## config.mk

```make
export PLATFORM = sky130hd
export DESIGN_NAME = conv_enc_213
export DESIGN_NICKNAME = d
export VERILOG_FILES = /design/src/rtl/conv_enc_213.sv
export SDC_FILE = /design/constraint.sdc
export NUM_CORES = 1
export LEC_CHECK = 0
export CORE_UTILIZATION = 51
export DETAILED_ROUTE_END_ITERATION = 12
export GPL_TIMING_DRIVEN = 0
export PLACE_DENSITY_LB_ADDON = 0.25
export SYNTH_ARGS = -nofsm -noshare
export SYNTH_HDL_FRONTEND = slang
export SYNTH_SLANG_ARGS = --single-unit
```

## constraint.sdc

```tcl
create_clock -name clock -period 1.75 [get_ports clock]
set_input_delay 0.4375 -clock clock [delete_from_list [all_inputs] [get_ports clock]]
set_output_delay 0.4375 -clock clock [all_outputs]
set_load 0.05 [all_outputs]
```

## src/rtl/conv_enc_213.sv

```systemverilog
`default_nettype none
// +--------------------------------------------------------------------------+
// | conv_enc_213 : rate-1/2 K=4 convolutional encoder (G0=1111, G1=1101)      |
// |                framed with 3 zero tail bits, valid/ready on both sides.  |
// | Revision     : 1.0                                                       |
// +--------------------------------------------------------------------------+
module conv_enc_213 #(
  parameter int FRAME_LEN = 16,
  parameter int M         = 3
) (
  input  logic       clock,
  input  logic       reset,
  input  logic       din,
  input  logic       din_valid,
  output logic       din_ready,
  output logic [1:0] sym_out,
  output logic       sym_valid,
  input  logic       sym_ready,
  output logic       sym_last,
  output logic [2:0] enc_state,
  output logic       busy
);

  typedef enum logic [1:0] {
    IDLE = 2'd0,
    DATA = 2'd1,
    TAIL = 2'd2
  } state_t;

  localparam logic [7:0] LAST_CNT  = 8'(FRAME_LEN - 1);
  localparam logic [1:0] LAST_TAIL = 2'(M - 1);

  state_t     state_q, state_d;
  logic [7:0] cnt_q, cnt_d;
  logic [1:0] tcnt_q, tcnt_d;
  logic [2:0] sr_q, sr_d;
  logic [1:0] sym_out_q, sym_out_d;
  logic       sym_valid_q, sym_valid_d;
  logic       sym_last_q, sym_last_d;

  logic load_ok;
  logic accept;
  logic load;
  logic u;
  logic last;

  always_comb begin
    load_ok     = !sym_valid_q || sym_ready;
    din_ready   = reset && (state_q != TAIL) && load_ok;
    accept      = din_valid && din_ready;

    state_d     = state_q;
    cnt_d       = cnt_q;
    tcnt_d      = tcnt_q;
    sr_d        = sr_q;
    sym_out_d   = sym_out_q;
    sym_valid_d = sym_valid_q;
    sym_last_d  = sym_last_q;
    load        = 1'b0;
    u           = 1'b0;
    last        = 1'b0;

    case (state_q)
      IDLE: begin
        if (accept) begin
          load = 1'b1;
          u    = din;
          if (FRAME_LEN == 1) begin
            state_d = TAIL;
          end else begin
            state_d = DATA;
            cnt_d   = 8'd1;
          end
        end
      end
      DATA: begin
        if (accept) begin
          load = 1'b1;
          u    = din;
          if (cnt_q == LAST_CNT) begin
            state_d = TAIL;
            cnt_d   = 8'd0;
          end else begin
            cnt_d = cnt_q + 8'd1;
          end
        end
      end
      TAIL: begin
        // Tail bits are zeros pushed in without touching the input side
        if (load_ok) begin
          load = 1'b1;
          if (tcnt_q == LAST_TAIL) begin
            last    = 1'b1;
            state_d = IDLE;
            tcnt_d  = 2'd0;
          end else begin
            tcnt_d = tcnt_q + 2'd1;
          end
        end
      end
      default: state_d = IDLE;
    endcase

    // sr_q is {sr2,sr1,sr0}
    if (load) begin
      sym_out_d   = {u ^ sr_q[0] ^ sr_q[1] ^ sr_q[2], u ^ sr_q[0] ^ sr_q[2]};
      sym_valid_d = 1'b1;
      sym_last_d  = last;
      sr_d        = {sr_q[1], sr_q[0], u};
    end else if (load_ok) begin
      sym_valid_d = 1'b0;
      sym_last_d  = 1'b0;
    end
  end

  always_ff @(posedge clock) begin
    if (!reset) begin
      state_q     <= IDLE;
      cnt_q       <= 8'd0;
      tcnt_q      <= 2'd0;
      sr_q        <= 3'd0;
      sym_out_q   <= 2'd0;
      sym_valid_q <= 1'b0;
      sym_last_q  <= 1'b0;
    end else begin
      state_q     <= state_d;
      cnt_q       <= cnt_d;
      tcnt_q      <= tcnt_d;
      sr_q        <= sr_d;
      sym_out_q   <= sym_out_d;
      sym_valid_q <= sym_valid_d;
      sym_last_q  <= sym_last_d;
    end
  end

  assign sym_out   = sym_out_q;
  assign sym_valid = sym_valid_q;
  assign sym_last  = sym_last_q;
  assign enc_state = sr_q;
  assign busy      = reset && ((state_q != IDLE) || sym_valid_q);

endmodule
`default_nettype wire

```

==> summary.md <==
| Metric | Value |
|---|---|
| CP Max Fanout | `5` |
| Post-DP HPWL | `~1500 microns` |
| Delay-heaviest family, CP | `buffers and inverters` |
| Crit path cell chain | `dlygate4sd2_1` |
| Pwr/cell area | `between 600 and 700 mW/mm^2` |
| Fill cells | `~150` |
| Initial antenna violation count | `0` |
| Reg-to-Reg End | `sym_out[1]` |
| Total CTS buffers | `3` |
| Top FF cell, synth | `dfxtp_1` |
| Buf/Inv on CP | `1` |
| Worst EP required | `approximately 1.3 ns` |
| Pleak | `between 0.4 and 0.5 nW` |
| Post-synth cell types | `38` |
| Number of synthesized flops with an enable pin | `0` |
| Count of input and output buffers | `13` |
| CP Data Arrival Time | `about 1.3 ns` |
| Crit path from | `enc_state[1]` |
| CP Launch Type | `register` |
| Mapped Cells | `110` |
| Pin count of the biggest net entering global routing | `12` |
| Max Freq | `a little under 600 MHz` |
| Skew-Pair Late Insertion Delay | `0.31 ns` |
| Layout cells sized above 1 | `a little under a fifth` |
| Area growth from synthesis to layout | `23.4%` |
| Number of global-route vias before repair | `between 800 and 900` |
| Setup TNS | `0 ns` |
| Status | `finished clean` |
| Hold Crit Depth | `2` |
| Synth top area share | `approximately two fifths` |
| Peak supply drop | `~0.6 mV` |
| TritonRoute pass-1 iters | `4` |
| Seq/Total Area, Yosys | `about two fifths` |
| Worst-case reg-to-reg path depth | `4` |
| Yosys synthesis warning count | `0` |
| Clock-pin slew on the worst setup and hold paths | `around 0.12 ns` |
| Core area | `about 0.0017 sq mm` |
| Clock buffer depth | `2` |
| CTS HTree Levels | `1` |
| Avg WL per Cell | `approximately 14 microns` |
| Critical path depth | `1` |
| Clock sinks | `19` |
| Normalized max-slew margin | `between 60% and 70%` |
| CP endpoint | `enc_state[1]` |
| CP peak stage delay | `0.55 ns` |
| DIE WIDTH | `roughly 45 microns` |
| Placer Congestion | `between 0.8 and 0.9` |
| Global-route wire length before repair | `between 3000 and 4000 microns` |
| Synth area leaders | `dfxtp_1 41%, a21oi_1 7.0%, nand3_1 5.9%, o21ai_0 4.3%, nor2_1 2.8%` |
| Syn Area/Cell | `between 8 and 9 sq um` |
| RSZ-0062 raised after global routing | `no` |
| Post-route ant nets | `0` |
| CP Capture Type | `output pin` |
| DIE AREA | `around 0.002 sq mm` |
| Via count | `approximately 900` |
| Grt total ovfl | `0` |
| Yosys top cell by area | `dfxtp_1` |
| Slack of the worst reg-to-reg path | `roughly 0.080 ns` |
| Crit Path Class | `reg2out` |
| Synthesized cell area | `a little over 900 sq um` |
| Yosys reg bits | `19` |
| Syn_nets | `~120` |
| Final hold vios | `0` |
| CTS tree | `built` |
| # diodes | `0` |
| Final Setup Violations | `0` |
| Clk_skew | `approximately 0.016 ns` |
| Drt initial violations | `a little over 40` |
| Max-Cap Viols | `0` |
| Period utilization | `a little over nine tenths` |
| Clock root cell | `clkbuf_4` |
| Worst min path class | `reg2reg` |
| Placement Cell Area | `0.00110 sq mm` |
| Total GRT Usage | `between 20% and 30%` |
| DR vias/cell | `roughly 6` |
| Max Slew Vio Count | `0` |
| Async SR Flop Fraction | `0%` |
| Nets | `about 130` |
| Die Y-Extent | `44.8 microns` |
| Minimum clock period | `about 1.7 ns` |
| Core Rows | `15` |
| Reg-to-reg startpoint | `sym_valid` |
| Initial Util | `a little over half` |
| CP max-delay cell | `dlygate4sd2_1` |
| Ports | `14` |
| Least-Margin Pin Slew | `0.542 ns` |
| Post-Route WL | `2080 microns` |
| Final Instance Area | `0.00115 sq mm` |
| Remaining DRCs | `0` |
layer usage:
layer | routed length, microns | up-vias | track usage (%)
met3 | 117 | 4 | 9.20
met4 | 14 | 0 | 6.06
li1 | - | 446 | -
met1 | 936 | 435 | 29.8
met2 | 1010 | 24 | 35.3
met5 | 0 | - | 0
cell usage in the layout (no fill, tap or decap), types with 4 or more instances in the layout:
cell type,synthesis,routed
a21oi_1,13,13
dfxtp_1,19,17
dlygate4sd2_1,0,8
inv_1,5,4
nand2_1,6,6
nand3_1,11,11
nor2_1,7,6
o21ai_0,8,8
worst reg2reg max path, stage by stage, from the launching register on:
cell       delay (ns)
dfxtp_1          0.44
nor2b_1          0.44
nor2_1           0.26
o2111ai_1        0.22
nor3b_1          0.22
registers in the layout, indices dropped and copies added, names as in the netlist:
signal	count
tcnt_q	2
enc_state	3
cnt_q	8
sym_out	2
state_q	2
sym_valid	1
sym_last	1
cell type report:
cell class	count	area (sq um)	share of cell area, %
inverters	5	18.8	1.63
well taps	25	31.3	2.72
clock buffers	3	22.5	1.96
multi-input cells	82	529	46.0
clock inverters	1	5.00	0.435
plain buffers	3	30.0	2.61
repair buffers	14	130	11.3
flip-flops and latches	19	383	33.3
stage by stage:
step	total power, W	instances	hold slack, ns	setup slack, ns	util, %
2_1_floorplan	0.000537	110	0.444	0.0269	-
3_3_place_gp	0.000576	148	0.454	-1.06	63.5
3_5_place_dp	0.000579	148	0.464	-1.10	63.5
4_1_cts	0.000809	152	0.477	0.0143	66.4
5_1_grt	0.000836	152	0.497	0.000575	66.6
6_report	0.000802	152	0.472	0.0599	66.6
worst min path at each step:
| stage | slack (ns) | to | start |
|---|---|---|---|
| after floorplan | 0.44 | cnt_q[1] | cnt_q[1] |
| after global placement | 0.45 | sym_out[0] | sym_out[0] |
| after detailed placement | 0.46 | sym_out[0] | sym_out[0] |
| after CTS | 0.48 | sym_out[0] | sym_out[0] |
| after global routing | 0.50 | sym_out[0] | sym_out[0] |
| final | 0.47 | sym_out[0] | sym_out[0] |
kinds of logic (layout without fill, tap and decap cells):
| kind of cell | count (synthesis) | after routing | share of synthesized area (%) |
|---|---|---|---|
| buffers and inverters | 9 | 26 | 4.56 |
| AOI/OAI and AO/OA | 34 | 34 | 21.9 |
| DFF | 19 | 19 | 40.8 |
| xor gates and xnor gates | 3 | 3 | 2.82 |
| adders and majority gates | 1 | 1 | 1.34 |
| and+or+nand+nor | 44 | 44 | 28.6 |
power breakdown:
part	internal [W]	total [W]	leakage, nW	switching (W)
combinational	0.0000461	0.000123	0.257	0.0000770
sequential	0.000442	0.000452	0.155	0.0000101
clock	0.0000853	0.000227	0.0177	0.000142
total	0.000573	0.000802	0.430	0.000229
synth_stat cells, drive strengths merged (2+ instances only):
cell type / n
a21oi: 13
a31oi: 3
and3: 4
buf: 2
clkbuf: 2
dfxtp: 19
inv: 5
nand2: 6
nand2b: 2
nand3: 11
nand4: 2
nor2: 7
nor2b: 2
o21ai: 8
o31ai: 3
or4: 3
xor2: 2
timing repair:
action	CTS	global route
buffers inserted	1	0
endpoints found under the setup margin	15	4
hold buffers	0	0
gates cloned	0	0
gates resized for setup	34	5
Note: power is estimated with default switching activity, not from simulation.
==> RTL change: new RTL, same flow settings <==
The 3 states of `state_t` get a one-hot encoding in 3 bits.
--- a/src/rtl/conv_enc_213.sv
+++ b/src/rtl/conv_enc_213.sv
@@ -22,8 +22,8 @@
 );
 
-  typedef enum logic [1:0] {
-    IDLE = 2'd0,
-    DATA = 2'd1,
-    TAIL = 2'd2
+  typedef enum logic [2:0] {
+    IDLE = 3'b001,
+    DATA = 3'b010,
+    TAIL = 3'b100
   } state_t;
 
Behaviour: no difference found for any inputs over 10 cycles, from zero or initial values and one cycle with reset low; not proved beyond that.
==> RTL change against the original RTL <==
- synthesized area rose by 9.4%
- count of clock-buffer cells in the layout did not move
- register-to-register slack improved by 0.02 ns
- setup slack got worse by 0.047 ns
- sequential cell count rose by 1
- hold slack improved by 0.016 ns
- design area rose by 19%
- via count rose by 8.6%
- core utilization rose by 9.2 points
- routed wire length rose by 20%
- power rose by 6.4%
- largest power group unchanged
- highest routed layer unchanged
==> RTL change: results <==
export IMPL_worstHoldPathCells=2
export IMPL_ir_worst_vdd_mv=0.4377
export IMPL_cp_max_fo=5
export IMPL_finClkSkew_ns=0.001603
export IMPL_antenna_found_initial=0
export IMPL_synth_distinct_cells=39
export IMPL_dpl_hpwl_um=1569
export IMPL_leakage_nw=0.5373
export IMPL_relSlewSlack_pct=67.19
export IMPL_clk_path_buf_depth=2
export IMPL_vias_per_cell=5.875
export IMPL_grt_total_usage_pct=23.68
export IMPL_cts_made_buffers=3
export IMPL_drive_above_1_share_pct=30.77
export IMPL_path_clk_slew_ns=0.11
export IMPL_synth_edf_count=0
export IMPL_grt_pass1_wl_um=3608
export IMPL_io_buffers=13
export IMPL_dpl_cell_area_mm2=0.001187
export IMPL_syn_nets=122
export IMPL_grt_pass1_vias=802
export IMPL_layout_nets=151
export IMPL_wire_per_inst_um=14.85
export IMPL_rr_worst_depth=7
export IMPL_drtPass1Iterations=4
export IMPL_largest_reg_flops=8
export IMPL_yosys_warnings=0
export IMPL_syn_avg_cell_area_um2=8.791
export IMPL_post_place_ws_ns=-1.130
export IMPL_cts_htree_levels=1
export IMPL_clk_latency_ns=0.29
export IMPL_dr_first_iter_drc_count=46
export IMPL_hp_class="register to register"
export IMPL_status="finished clean"
export IMPL_grt_max_degree=11
export IMPL_synth_ff_type="dfxtp_1"
export IMPL_netlist_top_cells_count="20 x dfxtp_1, 15 x nand2_1, 12 x a21oi_1"
export IMPL_ys_seq_area_share_pct=39.26
export IMPL_synth_async_reset_ratio_pct=0
export IMPL_routed_via_count=987
export IMPL_gp_congestion=0.8609
export IMPL_cts_root_buf="clkbuf_4"
export IMPL_cp_arrival_ns=1.30
export IMPL_netlist_top_cells_area="dfxtp_1 39%, a21oi_1 5.9%, nand2_1 5.5%"
RTL change: path summary, 6_finish.rpt:
kind	slack, ns	to	startpoint
setup / recovery	0.01	busy	state_q[1]
hold / removal	0.49	sym_last	sym_last
setup reg to reg	0.10	sym_out[0]	state_q[1]
hold reg to reg	0.49	sym_last	sym_last
RTL change: power breakdown:
| part | total [mW] | leakage [nW] | internal, mW | switching (mW) |
|---|---|---|---|---|
| registers | 0.472 | 0.164 | 0.462 | 0.00976 |
| logic | 0.167 | 0.360 | 0.0689 | 0.0985 |
| clock network | 0.214 | 0.0138 | 0.0800 | 0.134 |
RTL change: cell families (layout without fill, tap and decap cells):
kind of cell    count (synthesis)  in the layout  share of synthesized area, %
fa+ha+maj                       1              1                         1.227
mux                             2              2                         1.963
flops                          20             20                         39.26
buf+inv                         5             32                         1.962
xor+xnor                        3              3                         2.577
compound gates                 34             34                         21.84
simple gates                   51             51                         31.17
RTL change: final cells by class:
class	count	area, um^2
multi-input cells	91	658.1
clock buffers	3	22.52
well taps	25	31.28
fillers	144	436.7
flip-flops and latches	20	412.9
plain buffers	2	15.01
inverters	3	12.51
repair buffers	24	212.7
RTL change: routing by layer:
layer	vias to the layer above	track usage (%)	wire length, um
met5	-	0	0
met4	0	9.143	49
met3	10	3.922	147
met2	42	35.28	1187
met1	456	34.05	1109
li1	479	-	-
RTL change: timing repair:
| action | CTS | global route |
|---|---|---|
| cloned | 0 | 0 |
| endpoints found under the hold margin | 0 | 0 |
| pin swaps | 3 | 6 |
| hold buffers | 0 | 0 |
| resized for setup | 37 | 10 |
| setup endpoints to repair | 26 | 10 |
| setup buffers | 4 | 7 |
RTL change: worst max-delay path, stage by stage, from the launching register on:
cell and delay, ns:
dfxtp_4 0.37, and2b_2 0.24, nand2b_4 0.06, o21a_1 0.19
buf_6 0.15
